$ cat src/rtl/io_input_unit.sv
// I/O unit for the ZAFx32 datapath: operator-paced IN capture from switches
// behind a debounced Enter button, and an OUT-driven display register.
module io_input_unit #(
   parameter int DEBOUNCE_CYCLES = 250000,
   parameter int SW_WIDTH        = 16
) (
   input  logic                clk,
   input  logic                rst,
   input  logic [SW_WIDTH-1:0] sw,
   input  logic                btn_enter,
   input  logic                in_req,
   input  logic                out_we,
   input  logic [31:0]         out_data,
   output logic [31:0]         io_data,
   output logic                stall,
   output logic                in_done,
   output logic [31:0]         display,
   output logic                waiting
);

   localparam int CNT_W = $clog2(DEBOUNCE_CYCLES);
   localparam logic [CNT_W-1:0] CNT_LAST = CNT_W'(DEBOUNCE_CYCLES - 1);

   typedef enum logic [1:0] {
      S_IDLE,
      S_WAIT,
      S_DONE
   } state_t;

   state_t state, state_next;

   logic                btn_m, btn_s;
   logic [SW_WIDTH-1:0] sw_m, sw_s;
   logic [CNT_W-1:0]    cnt;
   logic                btn_db, btn_db_d, press;
   logic [31:0]         sw_ext;

   // Two-flop synchronizers for the asynchronous board inputs.
   // NOTE: sequential state uses non-blocking assignments so every flop samples
   // pre-edge values; blocking here would collapse the two stages into one.
   always_ff @(posedge clk) begin
      if (rst) begin
         btn_m <= 1'b0;
         btn_s <= 1'b0;
         sw_m  <= '0;
         sw_s  <= '0;
      end else begin
         btn_m <= btn_enter;
         btn_s <= btn_m;
         sw_m  <= sw;
         sw_s  <= sw_m;
      end
   end

   // Debouncer: btn_db only follows btn_s after DEBOUNCE_CYCLES unbroken cycles
   // of disagreement; press fires once, the cycle after btn_db rises.
   always_ff @(posedge clk) begin
      if (rst) begin
         cnt      <= '0;
         btn_db   <= 1'b0;
         btn_db_d <= 1'b0;
         press    <= 1'b0;
      end else begin
         btn_db_d <= btn_db;
         press    <= btn_db & ~btn_db_d;
         if (btn_s == btn_db) begin
            cnt <= '0;
         end else if (cnt == CNT_LAST) begin
            btn_db <= ~btn_db;
            cnt    <= '0;
         end else begin
            cnt <= cnt + 1'b1;
         end
      end
   end

   always_ff @(posedge clk) begin
      if (rst) state <= S_IDLE;
      else     state <= state_next;
   end

   // NOTE: every signal driven here gets a default first, so no path through
   // the case statement can leave it unassigned and infer a latch.
   always_comb begin
      state_next = state;
      case (state)
         S_IDLE: if (in_req) state_next = S_WAIT;
         S_WAIT: begin
            // A dropped request abandons the capture before a press can land.
            if (!in_req)    state_next = S_IDLE;
            else if (press) state_next = S_DONE;
         end
         S_DONE:  state_next = S_IDLE;
         default: state_next = S_IDLE;
      endcase
   end

   always_comb begin
      sw_ext                 = '0;
      sw_ext[SW_WIDTH-1:0]   = sw_s;
   end

   always_ff @(posedge clk) begin
      if (rst) begin
         io_data <= '0;
      end else if (state == S_WAIT && in_req && press) begin
         io_data <= sw_ext;
      end
   end

   // The display path runs independently of the IN handshake.
   always_ff @(posedge clk) begin
      if (rst)         display <= '0;
      else if (out_we) display <= out_data;
   end

   assign stall   = (state == S_IDLE && in_req) || (state == S_WAIT);
   assign in_done = (state == S_DONE);
   assign waiting = (state == S_WAIT);

endmodule
$ cat config.mk
export PLATFORM = sky130hd
export DESIGN_NAME = io_input_unit
export DESIGN_NICKNAME = d
export VERILOG_FILES = /design/src/rtl/io_input_unit.sv
export SDC_FILE = /design/constraint.sdc
export NUM_CORES = 1
export LEC_CHECK = 0
export ABC_AREA = 1
export BUFFER_PORTS_ARGS = -buffer_cell sky130_fd_sc_hd__buf_2
export CORE_ASPECT_RATIO = 1.75
export CORE_UTILIZATION = 45
export DETAILED_ROUTE_END_ITERATION = 8
export GPL_TIMING_DRIVEN = 0
export PLACE_DENSITY_LB_ADDON = 0.15
export RECOVER_POWER = 50
export SYNTH_ARGS = -nofsm -noshare
export SYNTH_HDL_FRONTEND = slang
export SYNTH_SLANG_ARGS = --single-unit
$ cat constraint.sdc
create_clock -name clk -period 1.4 [get_ports clk]
set_input_delay 0.07 -clock clk [delete_from_list [all_inputs] [get_ports clk]]
set_output_delay 0.07 -clock clk [all_outputs]
set_load 0.01 [all_outputs]
==> impl_metrics.csv, run 1 <==
group,metric,value,unit
global_routing,grt_use_total,20.47,%
yosys,yosysTopAreaCellShare,55.08,%
global_routing,antenna_found_initial,0,
route,viasPerCell,4.534,
clock_tree,cts_tree,"yes",
die,core,8258,um^2
min_path,holdPathStages,3,
route,routed_wl,8853,um
yosys,synth-async-reset-ratio,0,%
die,initial_utilization,46.21,%
global_routing,grt_overflow_total,0,
power_and_ir_drop,ir_drop,0.0007969,V
critical_path,r2r-start,"cnt[1]$_SDFF_PP0_",
critical_path,crit_fanout,5,
route,routedWlPerCell,11.48,um
yosys,ys_types,25,
yosys,synth_top_family_by_area,"simple AND/OR/NAND/NOR gates",
critical_path,cp-end-kind,"flip-flop",
final_layout,diodes,0,
critical_path,worst_ep_required_time,1630,ps
clock_tree,htree_levels,3,
status,violations,"negative setup slack",
clock_tree,numCtsBuffers,9,
power_and_ir_drop,p_per_area,1136,nW/um^2
yosys,synth-seq-cells,105,
yosys,synth-main-ff-cell,"dfxtp_1",
yosys,synth_edf_count,0,
sta,fin_setup_tns,-6.568,ps
yosys,netlist_top_cells_area,"dfxtp_1 (55%), nor2_1 (13%), inv_1 (7.1%)",
yosys,synth-compound-area-share,10.46,%
final_layout,drive_above_1_share,18.70,%
clock_tree,path_clk_slew,70,ps
sta,fin_crit,1403,ps
sta,period_share,100.2,%
final_layout,nets,728,
place,portBuffers,103,
die,die_w,71.61,um
critical_path,slowest_stage,"dfxtp_4",
min_path,hp-start,"out_we",
critical_path,cp-start-kind,"flip-flop",
clock_tree,clock_tree.root_cell,"clkbuf_16",
route,drc_errors,0,
critical_path,critical_path_class,"reg2reg",
place,dp.final_hpwl,6147,um
clock_tree,clkSinkCount,105,
sta,report.final.slew_viol_count,0,
power_and_ir_drop,p_leak,0.002374,uW
route,drt_iter0_drc,115,
sta,max_freq,712.6,MHz
global_routing,grt_pass1_vias,3358,
sta,rsz0062_at_grt,"true",
critical_path,path_cells,"ha_4 > nand2_4 > nor2_4 > nand3_2 > nor2_4 > nand2_2 > nand2_4 > clkbuf_16 > nor2_1",
critical_path,crit_path_start,"cnt[1]$_SDFF_PP0_",
yosys,yosys_warnings,0,
min_path,hold_path.class,"in2reg",
sta,setup_viol,3,
global_routing,grt_pass1_wl,14050,um
yosys,synth_simple_gate_area_share,19.90,%
yosys,synthAdderAreaFrac,0.3279,%
yosys,netlist_area,3816,um^2
die,die-area,8867,um^2
yosys,synth_top_area_cell,"dfxtp_1",
die,placementRows,44,
sta,setup_slack,-3.392,ps
critical_path,slowest_delay,360,ps
yosys,synth_xor_area_share,1.836,%
critical_path,r2r_cells,9,
final_layout,fin_util,65.61,%
die,io_pins,120,
final_layout,area_delta_synth_final,41.97,%
clock_tree,clock_latency,340,ps
job,drv_cap,0,
yosys,yosysMostFrequentCell,"nor2_1",
yosys,ys_seq_area_share,55.08,%
global_routing,grt_max_degree,18,
sta,skew,6.186,ps
yosys,synth_commonest_cells,"nor2_1 (130), dfxtp_1 (105), inv_1 (72)",
sta,hold_viol,0,
die,die_h,123.8,um
route,drt_pass1_iterations,4,
status,status,"complete, but fails checks",
clock_tree,cts_max_path_buffers,2,
route,route.vias.total,3496,
yosys,synth.area.mux_share,0,%
route,antenna_left,0,
yosys,syn_avg_cell_area,7.836,um^2
place,gp_congestion,0.8674,
critical_path,arrival,1640,ps
yosys,netlist_instances,487,
==> per-layer routing <==
| layer | track usage, % | part of all wire (%) |
|---|---|---|
| met3 | 3.803 | 4.2 |
| met1 | 20.70 | 38 |
| met4 | 15.20 | 5.6 |
| met5 | 0 | 0 |
| met2 | 36.85 | 52 |
==> timing repair <==
item | in CTS | in global routing
hold buffers | 50 | 0
cloned | 0 | 1
resized for setup | 3 | 23
endpoints found under the hold margin | 50 | 0
endpoints found under the setup margin | 19 | 33
pin swaps | 1 | 4
buffers inserted | 2 | 5
==> kinds of logic (layout without fill, tap and decap cells) <==
| group | Yosys count | count (layout) |
|---|---|---|
| AOI/OAI and AO/OA | 79 | 79 |
| DFF | 105 | 105 |
| and+or+nand+nor | 186 | 186 |
| adders and majority gates | 1 | 1 |
| buffers and inverters | 107 | 284 |
| other | 1 | 16 |
| xor gates and xnor gates | 8 | 8 |
==> registers in the layout, indices dropped and copies added (netlist names) <==
signal	flops
display	32
cnt	18
io_data	16
sw_m	16
sw_s	16
state	2
btn_db	1
btn_db_d	1
btn_m	1
btn_s	1
press	1
==> area by class of cell <==
type,count,area [um^2]
tap,92,115.1
clock buffer,11,232.7
multi-input combinational,290,1348
buffer,35,211.5
fill,696,2840
timing repair buffer,161,1066
inverter,72,270.3
sequential,105,2110
clock inverter,5,65.06
==> final timing paths <==
| kind | slack, ps | end |
|---|---|---|
| worst min-delay path | 120 | display[0]$_SDFFE_PP0P_ |
| worst min register to register | 400 | press$_SDFF_PP0_ |
| worst max register to register | -3 | cnt[2]$_SDFF_PP0_ |
| worst max-delay path | -3 | cnt[2]$_SDFF_PP0_ |
==> per-stage QoR <==
step	hold WS, ps	worst slack [ps]	power (uW)	instances	instance area, um^2
after floorplan	177.0	21.25	3453	502	3887
after global placement	270.7	-153.3	3632	697	4518
after detailed placement	276.4	-178.7	3642	697	4518
after CTS	45.73	8.560	6237	765	5353
after global routing	174.0	-64.45	6419	771	5418
final	119.4	-3.392	6152	771	5418
==> worst max-delay path: cells and delay by family (launching register included) <==
kind,cells,cell delay (ps)
buffers and inverters,1,150
AND/OR/NAND/NOR,7,640
flip-flops,1,360
adder cells (fa/ha/maj),1,150
==> power breakdown <==
group / switching [uW] / internal, uW / total, uW
clock: 1060 / 1400 / 2470
sequential: 42.0 / 3090 / 3140
combinational: 272 / 278 / 550
==> layout by cell type, fill, tap and decap left out <==
cell | netlist | final
nand2_2 | 1 | 1
nor2_2 | 1 | 1
dfxtp_4 | 0 | 2
clkbuf_16 | 0 | 10
a21oi_1 | 27 | 27
dlygate4sd3_1 | 0 | 50
dfxtp_1 | 105 | 103
clkbuf_1 | 16 | 48
nand2_4 | 1 | 2
nor3_1 | 3 | 3
clkbuf_2 | 0 | 1
buf_2 | 0 | 71
nand3_1 | 11 | 10
conb_1 | 1 | 16
xor2_1 | 5 | 5
nor2_1 | 130 | 128
nand2_1 | 32 | 31
inv_1 | 72 | 71
inv_2 | 0 | 1
clkinvlp_4 | 0 | 2
buf_12 | 0 | 1
clkbuf_4 | 0 | 1
nand3b_1 | 1 | 1
nand4_1 | 3 | 3
bufinv_16 | 0 | 1
xnor2_1 | 3 | 3
buf_4 | 16 | 23
ha_4 | 0 | 1
o21ai_1 | 0 | 4
buf_1 | 2 | 1
clkinv_4 | 0 | 1
o21ai_0 | 51 | 47
nand3_2 | 1 | 2
buf_8 | 0 | 1
inv_8 | 0 | 1
nor3_4 | 0 | 1
a2111oi_0 | 1 | 1
nor2_4 | 1 | 3
Note: power is estimated with default switching activity, not from simulation.
==> run 2, diff against run 1 <==
--- a/config.mk
+++ b/config.mk
@@ -8,6 +8,8 @@
 export ABC_AREA = 1
 export BUFFER_PORTS_ARGS = -buffer_cell sky130_fd_sc_hd__buf_2
+export CELL_PAD_IN_SITES_DETAIL_PLACEMENT = 0
+export CELL_PAD_IN_SITES_GLOBAL_PLACEMENT = 1
 export CORE_ASPECT_RATIO = 1.75
-export CORE_UTILIZATION = 45
+export CORE_UTILIZATION = 32
 export DETAILED_ROUTE_END_ITERATION = 8
 export GPL_TIMING_DRIVEN = 0
==> constraint.sdc (replaced) <==
create_clock -name clk -period 1.4 [get_ports clk]
set_input_delay 0.07 -clock clk [delete_from_list [all_inputs] [get_ports clk]]
set_output_delay 0.07 -clock clk [all_outputs]
set_load 0.02 [all_outputs]
==> run 2 against run 1 <==
Compared with the run above: the run ends with design-rule violations left; worst setup slack better by 4.0 ps; cell count is 5.7% higher; flip-flop and latch count stayed put; non-clock buffer count is 1 higher; register-to-register slack hardly changed; hold slack better by 8.8 ps; clock-buffer cell count is 2 lower; design area is 1.2% higher; combinational power is 14% higher; core utilization is 18 points lower; critical path depth stayed put; maximum frequency is 0.28% higher.
==> impl_metrics.csv, run 2 (synthesis gave the netlist of run 1 again) <==
group,metric,value,unit
critical_path,worst_ep_required_time,1640,ps
clock_tree,clkSinkCount,105,
final_layout,drive_above_1_share,21.47,%
power_and_ir_drop,p_int,4616,uW
place,dp.final_hpwl,7010,um
sta,hold_viol,0,
power_and_ir_drop,design_power_total,6154,uW
route,drt_pass1_iterations,8,
power_and_ir_drop,p_leak,0.002415,uW
critical_path,cp-end-kind,"flip-flop",
clock_tree,cts_max_path_buffers,2,
die,core,11580,um^2
power_and_ir_drop,seqPwrFrac,51.0,%
critical_path,path_cells,"ha_4 > nand2_4 > nor2_4 > nand3_2 > nor2_4 > nand2_2 > nand2_4 > buf_8 > nor2_2",
route,drc_errors,2,
critical_path,critical_path_class,"reg2reg",
global_routing,grt_pass1_wl,16020,um
critical_path,crit_fanout,6,
power_and_ir_drop,clkPwrFrac,38.9,%
sta,report.final.slew_viol_count,0,
sta,setup_slack,0.5911,ps
critical_path,slowest_delay,360,ps
global_routing,grt_pass1_vias,3437,
job,drv_cap,0,
die,initial_utilization,32.95,%
route,antenna_left,0,
clock_tree,path_clk_slew,70,ps
clock_tree,htree_levels,3,
power_and_ir_drop,swShare,25.00,%
critical_path,arrival,1630,ps
power_and_ir_drop,p_comb_share,10.2,%
final_layout,nets,729,
clock_tree,cts_tree,"yes",
sta,max_freq,714.6,MHz
route,routedWlPerCell,11.90,um
final_layout,diodes,0,
critical_path,slowest_stage,"dfxtp_4",
final_layout,final_common_cell,"nor2_1",
final_layout,final-instance-count-excl-fill,815,
sta,fin_crit,1399,ps
sta,rsz0062_at_grt,"true",
die,placementRows,52,
global_routing,grt_overflow_total,0,
final_layout,fin_util,47.33,%
power_and_ir_drop,p_per_area,1123,nW/um^2
route,drt_iter0_drc,92,
min_path,hold_path.class,"in2reg",
place,gp_congestion,0.8054,
power_and_ir_drop,ir_drop,0.0007197,V
sta,setup_viol,0,
die,die_w,84.55,um
status,status,"complete, but fails checks",
place,post-place-ws,-226.1,ps
route,route.vias.total,3525,
sta,period_share,99.96,%
place,place_inst,740,
clock_tree,numCtsBuffers,9,
final_layout,final_cell_mix,"nor2_1 (124), dfxtp_1 (103), buf_2 (83)",
global_routing,grt_use_total,16.52,%
final_layout,largestRegisters,"display x32, cnt x18",
final_layout,largest_reg_flops,32,
critical_path,cpLargestDelayFamily,"simple AND/OR/NAND/NOR gates",
global_routing,grt_max_degree,20,
die,io_pins,120,
sta,skew,5.108,ps
clock_tree,clock_latency,340,ps
final_layout,top_register,"display",
global_routing,antenna_found_initial,0,
final_layout,area_delta_synth_final,43.64,%
place,portBuffers,103,
die,die-area,12380,um^2
critical_path,cp-start-kind,"flip-flop",
die,die_h,146.5,um
status,violations,"design-rule violations",
sta,fin_setup_tns,0,ps
route,routed_wl,9697,um
route,viasPerCell,4.325,
critical_path,path_buf_inv,1,
power_and_ir_drop,power_switching,1539,uW
clock_tree,clock_tree.root_cell,"clkbuf_16",
[run 2: cell count changes in the layout (fill, tap and decap cells not counted), moves of 2 or more]
cell      change
nor2_1        -4
nor2_2        +3
o21ai_1       -3
buf_4         +2
o21ai_0       +3
inv_6         +3
buf_2        +12
clkbuf_1     -12
[run 2: metal layers]
metal	part of all wire, %	wire [um]	track usage, %
met1	38	3705	16.95
met2	56	5469	30.85
met3	2.2	214	3.335
met4	3.2	308	8.729
met5	0	0	0
[run 2: path summary, 6_finish.rpt]
kind	cells after the start	slack, ps	start	end
max	9	0.6	cnt[0]$_SDFF_PP0_	cnt[13]$_SDFF_PP0_
min	3	130	out_we	display[0]$_SDFFE_PP0P_
max reg2reg	9	0.6	cnt[0]$_SDFF_PP0_	cnt[13]$_SDFF_PP0_
min reg2reg	1	400	btn_db_d$_SDFF_PP0_	press$_SDFF_PP0_
[run 2: worst min-delay path: cells and delay by family]
family          cells  cell delay (ps)
buf+inv             1              130
compound gates      1              180
simple gates        1               40
[run 2: cell type report]
cell class,instances,area [um^2]
Fill cell,1185,6100
Sequential cell,105,2107
Multi-Input combinational cell,290,1368
Timing Repair Buffer,162,1076
Inverter,72,270.3
Clock buffer,9,225.2
Buffer,35,207.7
Tap cell,135,168.9
Clock inverter,7,58.81
[run 2: power by group through the flow]
stage	combinational [uW]	clock, uW	sequential, uW
global route	695	2610	3150
finish	626	2390	3140
global placement	516	0	3200
CTS	634	2460	3140
detailed placement	519	0	3210
floorplan	243	0	3280
[run 2: timing repair]
item	in CTS	in global routing
pin swaps	2	4
hold endpoints to repair	50	0
hold buffers	50	0
setup endpoints to repair	23	31
gates resized for setup	5	17
cloned	0	1
buffers inserted	7	1
[run 2: per-stage QoR]
step                      instance area, um^2  hold slack [ps]
after floorplan                          3890            177.0
after global placement                   4574            272.9
after detailed placement                 4574            276.2
after CTS                                5425            42.51
after global routing                     5482            137.4
final                                    5482            128.1
==> run 3, diff against run 2 <==
CELL_PAD_IN_SITES_DETAIL_PLACEMENT = not set   (was 0)
CELL_PAD_IN_SITES_GLOBAL_PLACEMENT = not set   (was 1)
CORE_UTILIZATION = 45   (was 32)
==> run 3 against run 2 <==
Compared with the run above: the run now ends clean; clock power is 2% lower; via count is 0.17% lower; first-iteration DRC count is 59% higher; maximum frequency is 0.11% higher; hold slack worse by 3.6 ps; cell count is 5.3% lower; clock-buffer cell count is 2 higher; worst setup slack better by 1.6 ps; critical path type unchanged.
==> impl_metrics.csv, run 3 (synthesis gave the netlist of run 1 again) <==
group,metric,value,unit
status,status,"complete, no violations",
final_layout,fin_util,65.56,%
critical_path,crit_path_start,"cnt[0]$_SDFF_PP0_",
final_layout,final-instance-count-excl-fill,772,
critical_path,path_buf_inv,1,
die,placementRows,44,
place,portBuffers,103,
power_and_ir_drop,p_per_area,1128,nW/um^2
route,route.vias.total,3519,
critical_path,path_depth,9,
clock_tree,clkSinkCount,105,
power_and_ir_drop,p_leak,0.002410,uW
die,io_pins,120,
final_layout,nets,729,
critical_path,r2r-start,"cnt[0]$_SDFF_PP0_",
final_layout,final_cell_mix,"nor2_1 (124), dfxtp_1 (103), buf_2 (88)",
critical_path,slowest_delay,360,ps
place,dp.final_hpwl,6397,um
die,die_w,71.61,um
global_routing,grt_overflow_total,0,
critical_path,cpLargestDelayFamily,"simple AND/OR/NAND/NOR gates",
sta,report.final.slew_viol_count,0,
critical_path,cp-end-kind,"flip-flop",
sta,fin_crit,1398,ps
route,routed_wl,9275,um
sta,max_freq,715.4,MHz
clock_tree,htree_levels,3,
clock_tree,clock_tree.root_cell,"clkbuf_16",
die,die_h,123.8,um
critical_path,crit_fanout,5,
sta,skew,5.992,ps
final_layout,largestRegisters,"display x32, cnt x18",
sta,period_share,99.85,%
place,place_area,4521,um^2
final_layout,final_common_cell,"nor2_1",
final_layout,drive_above_1_share,21.76,%
place,post-place-ws,-204.6,ps
clock_tree,clock_latency,340,ps
place,gp_congestion,0.8923,
critical_path,critical_path_class,"reg2reg",
min_path,hold_path.class,"in2reg",
clock_tree,cts_max_path_buffers,2,
critical_path,slowest_stage,"dfxtp_4",
clock_tree,numCtsBuffers,9,
sta,rsz0062_at_grt,"true",
clock_tree,path_clk_slew,70,ps
sta,hold_viol,0,
critical_path,arrival,1630,ps
place,place_inst,697,
die,die-area,8867,um^2
final_layout,area_delta_synth_final,41.87,%
final_layout,largest_reg_flops,32,
route,routedWlPerCell,12.01,um
clock_tree,cts_tree,"yes",
global_routing,grt_max_degree,18,
die,initial_utilization,46.21,%
global_routing,busiest_layer,"met2",
route,antenna_left,0,
route,drt_pass1_iterations,6,
final_layout,diodes,0,
min_path,holdPathStages,3,
critical_path,path_cells,"ha_4 > nand2_4 > nor2_4 > nand3_2 > nor2_4 > nand2_2 > nand2_4 > clkbuf_16 > nor2_1",
sta,setup_slack,2.156,ps
global_routing,antenna_found_initial,0,
final_layout,final_area,5414,um^2
route,drt_iter0_drc,146,
route,viasPerCell,4.558,
final_layout,fill_cells,717,
critical_path,worst_ep_required_time,1640,ps
job,drv_cap,0,
global_routing,grt.met2_usage,40.86,%
global_routing,grt_pass1_vias,3366,
final_layout,top_register,"display",
critical_path,r2r_cells,9,
critical_path,cp-start-kind,"flip-flop",
global_routing,met3_usage,5.906,%
sta,setup_viol,0,
min_path,hp-start,"out_we",
power_and_ir_drop,ir_drop,0.0009461,V
global_routing,grt_use_total,21.33,%
global_routing,grt_use_met1,20.15,%
die,core,8258,um^2
global_routing,grt_pass1_wl,14560,um
route,drc_errors,0,
==> run 3: cell count changes in the layout (fill, tap and decap cells not counted), sizes merged <==
cell	before	now
buf	109	113
clkbuf	47	45
clkinv	2	1
clkinvlp	1	3
inv	76	73
==> run 3: what timing repair did <==
item / in CTS / in global routing
pin swaps: 1 / 3
hold endpoints to repair: 50 / 0
cloned: 0 / 1
endpoints found under the setup margin: 18 / 30
resized for setup: 2 / 16
buffers inserted: 4 / 4
hold buffers: 50 / 0
==> run 3: final cells by class <==
| class | instances | area (um^2) | share of cell area (%) |
|---|---|---|---|
| timing repair buffer | 162 | 1082 | 19.99 |
| inverter | 72 | 270.3 | 4.992 |
| clock inverter | 5 | 40.04 | 0.7395 |
| sequential | 105 | 2110 | 38.96 |
| multi-input combinational | 290 | 1346 | 24.87 |
| clock buffer | 11 | 242.7 | 4.483 |
| buffer | 35 | 207.7 | 3.836 |
| tap | 92 | 115.1 | 2.126 |
==> run 3: path summary, 6_finish.rpt <==
kind / endpoint / slack [ps]
worst min-delay path: display[1]$_SDFFE_PP0P_ / 120
worst max register to register: cnt[5]$_SDFF_PP0_ / 2
worst max-delay path: cnt[5]$_SDFF_PP0_ / 2
worst min register to register: press$_SDFF_PP0_ / 400
==> run 3: report_power, final <==
group | switching [uW] | internal [uW]
clock network | 1080 | 1260
logic | 344 | 285
registers | 39.6 | 3090
==> run 3: metal layers <==
layer  wire, um  share of wire (%)  vias up
met4        334                3.6        0
met1       3422                 37     1570
met5          0                  0        -
met2       5088                 55       94
met3        429                4.6       27
li1           -                  -     1828
==> run 3: metrics by stage <==
| stage | hold slack (ps) | setup TNS [ps] | power [uW] |
|---|---|---|---|
| 2_1_floorplan | 177.0 | 0 | 3523 |
| 3_3_place_gp | 273.1 | -1508 | 3704 |
| 3_5_place_dp | 275.8 | -2248 | 3713 |
| 4_1_cts | 43.83 | 0 | 6165 |
| 5_1_grt | 148.9 | -1050 | 6370 |
| 6_report | 124.5 | 0 | 6110 |
==> run 3: worst reg2reg max path, cell delays in order, from the launching register on <==
cell and delay (ps):
dfxtp_4 360, ha_4 140, nand2_4 60, nor2_4 140, nand3_2 100, nor2_4 140
nand2_2 70, nand2_4 100, clkbuf_16 150, nor2_1 30
